===== config.mk =====
export PLATFORM = sky130hd
export DESIGN_NAME = picorv32_test_sequencer
export DESIGN_NICKNAME = d
export VERILOG_FILES = /design/src/rtl/picorv32_test_sequencer.sv
export SDC_FILE = /design/constraint.sdc
export NUM_CORES = 1
export LEC_CHECK = 0
export CAP_MARGIN = 0
export CELL_PAD_IN_SITES_DETAIL_PLACEMENT = 2
export CELL_PAD_IN_SITES_GLOBAL_PLACEMENT = 2
export CORE_ASPECT_RATIO = 1.75
export CORE_MARGIN = 8
export CORE_UTILIZATION = 28
export CTS_CLUSTER_DIAMETER = 60
export DETAILED_ROUTE_END_ITERATION = 10
export HOLD_SLACK_MARGIN = 0.02
export PLACE_DENSITY = 0.86
export REMOVE_ABC_BUFFERS = 1
export SYNTH_ARGS = -nofsm -noshare
export SYNTH_HDL_FRONTEND = slang
export SYNTH_SLANG_ARGS = --single-unit

===== constraint.sdc =====
create_clock -name clk -period 2.1 [get_ports clk]
set_input_delay 0.525 -clock clk [delete_from_list [all_inputs] [get_ports clk]]
set_output_delay 0.525 -clock clk [all_outputs]
set_load 0.02 [all_outputs]

===== src/rtl/picorv32_test_sequencer.sv =====
`default_nettype none
// ============================================================================
// Module   : picorv32_test_sequencer
// Purpose  : Sequences the PicoRV32 DV wrapper through a batch of test runs,
//            grading each run and accumulating counts and a result signature.
// Revision : 1.0 - initial release
// ============================================================================
module picorv32_test_sequencer #(
    parameter int RST_CYCLES = 4,
    parameter int TIMEOUT    = 1000,
    parameter int CNT_W      = 8
) (
    input  logic             clk,
    input  logic             resetn,
    input  logic             go,
    input  logic             abort,
    input  logic [CNT_W-1:0] num_tests,
    output logic             dut_reset,
    output logic             dut_test_start,
    input  logic             dut_test_done,
    input  logic             dut_test_pass,
    input  logic [31:0]      dut_test_result,
    output logic             busy,
    output logic             all_done,
    output logic [CNT_W-1:0] test_idx,
    output logic [CNT_W-1:0] pass_count,
    output logic [CNT_W-1:0] fail_count,
    output logic [CNT_W-1:0] timeout_count,
    output logic [31:0]      last_result,
    output logic [31:0]      signature
);

    localparam logic [2:0] c_ST_IDLE   = 3'd0;
    localparam logic [2:0] c_ST_RESET  = 3'd1;
    localparam logic [2:0] c_ST_RUN    = 3'd2;
    localparam logic [2:0] c_ST_RECORD = 3'd3;
    localparam logic [2:0] c_ST_DONE   = 3'd4;

    localparam logic [1:0] c_GR_PASS    = 2'd0;
    localparam logic [1:0] c_GR_FAIL    = 2'd1;
    localparam logic [1:0] c_GR_TIMEOUT = 2'd2;

    localparam int c_RC_W = $clog2(RST_CYCLES + 1);
    localparam int c_TM_W = $clog2(TIMEOUT + 1);
    localparam logic [c_RC_W-1:0] c_RST_LAST = c_RC_W'(RST_CYCLES - 1);
    localparam logic [c_TM_W-1:0] c_TM_LAST  = c_TM_W'(TIMEOUT - 1);

    logic [2:0]        r_state;
    logic [CNT_W-1:0]  r_num_tests;
    logic [c_RC_W-1:0] r_rst_cnt;
    logic [c_TM_W-1:0] r_run_timer;
    logic [1:0]        r_grade;
    logic [31:0]       r_result;

    logic [2:0]        w_next_state;
    logic [CNT_W-1:0]  w_idx_inc;
    logic              w_timer_last;

    assign w_idx_inc    = test_idx + CNT_W'(1);
    assign w_timer_last = (r_run_timer == c_TM_LAST);

    always_comb begin
        w_next_state = r_state;
        if (abort) begin
            w_next_state = c_ST_IDLE;
        end else begin
            case (r_state)
                c_ST_IDLE, c_ST_DONE: begin
                    if (go) begin
                        w_next_state = (num_tests == '0) ? c_ST_DONE : c_ST_RESET;
                    end
                end
                c_ST_RESET: begin
                    if (r_rst_cnt == c_RST_LAST) begin
                        w_next_state = c_ST_RUN;
                    end
                end
                c_ST_RUN: begin
                    if (dut_test_done || w_timer_last) begin
                        w_next_state = c_ST_RECORD;
                    end
                end
                c_ST_RECORD: begin
                    w_next_state = (w_idx_inc == r_num_tests) ? c_ST_DONE : c_ST_RESET;
                end
                default: w_next_state = c_ST_IDLE;
            endcase
        end
    end

    // Control outputs are registered from the next state so they line up with r_state.
    always_ff @(posedge clk) begin
        if (!resetn) begin
            r_state        <= c_ST_IDLE;
            r_num_tests    <= '0;
            r_rst_cnt      <= '0;
            r_run_timer    <= '0;
            r_grade        <= c_GR_PASS;
            r_result       <= '0;
            dut_reset      <= 1'b1;
            dut_test_start <= 1'b0;
            busy           <= 1'b0;
            all_done       <= 1'b0;
            test_idx       <= '0;
            pass_count     <= '0;
            fail_count     <= '0;
            timeout_count  <= '0;
            last_result    <= '0;
            signature      <= '0;
        end else begin
            r_state        <= w_next_state;
            dut_reset      <= (w_next_state != c_ST_RUN);
            dut_test_start <= (w_next_state == c_ST_RUN);
            busy           <= (w_next_state == c_ST_RESET) || (w_next_state == c_ST_RUN) ||
                              (w_next_state == c_ST_RECORD);
            all_done       <= (w_next_state == c_ST_DONE);

            if (!abort) begin
                case (r_state)
                    c_ST_IDLE, c_ST_DONE: begin
                        if (go) begin
                            r_num_tests   <= num_tests;
                            r_rst_cnt     <= '0;
                            test_idx      <= '0;
                            pass_count    <= '0;
                            fail_count    <= '0;
                            timeout_count <= '0;
                            last_result   <= '0;
                            signature     <= '0;
                        end
                    end
                    c_ST_RESET: begin
                        r_rst_cnt   <= r_rst_cnt + c_RC_W'(1);
                        r_run_timer <= '0;
                    end
                    c_ST_RUN: begin
                        // Grade and result track every RUN cycle; the final cycle's values stick.
                        r_run_timer <= r_run_timer + c_TM_W'(1);
                        r_result    <= dut_test_result;
                        if (dut_test_done) begin
                            r_grade <= dut_test_pass ? c_GR_PASS : c_GR_FAIL;
                        end else begin
                            r_grade <= c_GR_TIMEOUT;
                        end
                    end
                    c_ST_RECORD: begin
                        test_idx  <= w_idx_inc;
                        r_rst_cnt <= '0;
                        if (r_grade == c_GR_TIMEOUT) begin
                            fail_count    <= fail_count + CNT_W'(1);
                            timeout_count <= timeout_count + CNT_W'(1);
                        end else begin
                            if (r_grade == c_GR_PASS) begin
                                pass_count <= pass_count + CNT_W'(1);
                            end else begin
                                fail_count <= fail_count + CNT_W'(1);
                            end
                            last_result <= r_result;
                            signature   <= {signature[30:0], signature[31]} ^ r_result;
                        end
                    end
                    default: ;
                endcase
            end
        end
    end

endmodule
`default_nettype wire


==> qor.yml <==
status: "completed"
grt_pass1_wl_mm: 42.77
path_clk_slew_ns: 0.07
ys_types: 53
clockBufferDepth: 2
yosysMostFrequentCell: "dfxtp_1"
wl_met3_um: 905
synth_ff_type: "dfxtp_1"
io_pins: 146
drive_gt1_share_pct: 11.04
syn2layout_area_growth_pct: 38.02
synth-async-reset-ratio_pct: 0
hold_class: "input port to flop"
wl_met1_mm: 10.31
grt_pass1_vias: 7766
p_leak_uw: 0.003381
top_layer: "met4"
cp_cell_sequence: "clkdlybuf4s50_1"
cp_max_fo: 5
drc: 0
grt_max_degree: 100
gr-total-overflow: 0
port_buffers: 145
setup_viol: 0
cts_buffers: 17
hpwl_mm: 18.84
gp_congestion: 0.7486
power_density_nw_per_um2: 671.1
cp.depth: 1
initial_utilization_pct: 28.24
synth_edf_count: 0
first_iter_violations: 232
vias: 6922
r2r_slack_ns: 0.13
synth_cells: 842
slowest_delay_ns: 0.65
yosysSeqAreaShare_pct: 43.47
r2r_cells: 8
core_um2: 25760
met2_length_mm: 14.69
path_class: "flop to output port"
timing.slew.headroom_pct: 49.85
viasPerCell: 5.220
skew_ns: 0.01175
hold_buffers: 0
cts_tree: "done"
critPathTopFamily: "buffers and inverters"
crit_path_end: "fail_count[4]"
p_total_uw: 6740
synth_warnings: 0
ys_ff_latch: 158
fin_crit_ns: 2.043
ant_nets: 0
die_y_um: 229.3
cts.htree.levels: 4
slowest_stage: "clkdlybuf4s50_1"
worstSkewPairLatency_ns: 0.45
avgSynthCellArea_um2: 8.642
cp-startpoint: "fail_count[4]$_SDFFE_PN0P_"
final_nets: 1045
antenna_found_initial: 2
crit_path_start_kind: "flop"
die_area_um2: 31610
hp-start: "resetn"
fin_crit_sh_pct: 97.30
synth_top_area_cell: "dfxtp_1"
wirelength_mm: 27.02
hold_violations: 0
worst_pin_slew_ns: 0.7445
endpoint_kind: "output port"
cts_root_buf: "clkbuf_16"
grt_use_total_pct: 17.33
rsz0062_at_grt: "no"
cp_num_buf_inv: 1
syn_area_um2: 7277
n_fill_cell: 2840
max_clock_freq_mhz: 489.4
die_w_um: 137.9
timing.rr.end: "busy$_SDFF_PN0_"
wl_per_cell_um: 20.37
synth_common_cells: "158 x dfxtp_1, 103 x nand2_1, 81 x nor2b_1"
cts.sinks: 158
ir_drop_uv: 526.1
cap_violations: 0
crit_arrival_ns: 1.52
rows: 78
first_pass_iters: 4
drv_slew: 0
crit_required_ns: 1.57
reg2reg_from: "test_idx[0]$_SDFFE_PN0P_"
yosys.area.top_type_share_pct: 43.47
synthTopCellsByArea: "dfxtp_1 43%, nor2b_1 7.0%, xnor2_1 6.4%"
setup_tns_ns: 0
cell type report:
cell class / count / area [µm²] / share of cell area [%]
sequential: 158 / 3166 / 31.52
tap: 320 / 400.4 / 3.987
multi-input combinational: 616 / 3897 / 38.81
clock inverter: 9 / 157.7 / 1.570
timing repair buffer: 197 / 1944 / 19.36
antenna: 1 / 2.502 / 0.02492
clock buffer: 23 / 467.9 / 4.659
inverter: 2 / 7.507 / 0.07475
worst min path at each step:
| stage | endpoint | slack [ns] | cells after the start |
|---|---|---|---|
| floorplan | r_num_tests[0]$_SDFFE_PN0P_ | 0.46 | 2 |
| detailed placement | r_num_tests[0]$_SDFFE_PN0P_ | 0.48 | 2 |
| finish | r_num_tests[7]$_SDFFE_PN0P_ | 0.44 | 2 |
| global route | r_num_tests[7]$_SDFFE_PN0P_ | 0.44 | 2 |
| CTS | r_num_tests[4]$_SDFFE_PN0P_ | 0.42 | 2 |
| global placement | r_num_tests[5]$_SDFFE_PN0P_ | 0.46 | 2 |
metal layers:
| metal | up-vias | global-route usage [%] |
|---|---|---|
| li1 | 3243 | - |
| met1 | 3484 | 17.76 |
| met2 | 138 | 31.65 |
| met3 | 57 | 3.222 |
| met4 | 0 | 9.585 |
| met5 | - | 0 |
placed cells by master, fill, tap and decap left out, types with 19 or more instances in the layout:
master	count
nor2b_1	80
nor2_1	28
a21boi_0	48
nand2_1	101
clkdlybuf4s50_1	127
buf_4	45
a21oi_1	78
xnor2_1	53
nor4b_1	32
nand3_1	19
dfxtp_1	156
nor4_1	41
report_power, final:
group	leakage, µW	switching [µW]	internal (µW)
Sequential	0.00127	7.84	3010
Combinational	0.00181	189	177
Clock	0.000298	1300	2060
sequential cells by signal, summed over array words and instances (netlist names):
signal,cells
all_done,1
busy,1
dut_reset,1
dut_test_start,1
fail_count,8
last_result,32
pass_count,8
r_grade,2
r_num_tests,8
r_result,32
r_rst_cnt,3
r_run_timer,10
r_state,3
signature,32
test_idx,8
timeout_count,8
kinds of logic (layout without fill, tap and decap cells):
family	Yosys count	after routing	share of synthesized area, %
simple gates	381	381	29.95
compound gates	168	168	14.15
flops	158	158	43.47
buf+inv	68	231	3.972
xor+xnor	58	58	6.981
fa+ha+maj	7	7	1.204
mux	2	2	0.2751
other cells	0	1	0
timing repair:
item,in CTS,in global routing
buffers inserted,0,0
gates resized for setup,12,16
setup endpoints to repair,11,17
per-stage QoR:
| stage | util, % | instances | cell area (µm²) | setup WS, ns | hold slack (ns) |
|---|---|---|---|---|---|
| 2_1_floorplan | - | 776 | 6995 | -2.086 | 0.4553 |
| 3_3_place_gp | 36.30 | 1293 | 9351 | -0.3877 | 0.4638 |
| 4_1_cts | 38.73 | 1325 | 9980 | 0.001208 | 0.4167 |
| 3_5_place_dp | 36.30 | 1293 | 9351 | -0.5008 | 0.4818 |
| 6_report | 38.98 | 1326 | 10040 | 0.05670 | 0.4419 |
| 5_1_grt | 38.98 | 1326 | 10040 | 0.002680 | 0.4445 |
No activity file was read; power rests on OpenSTA's default activity.
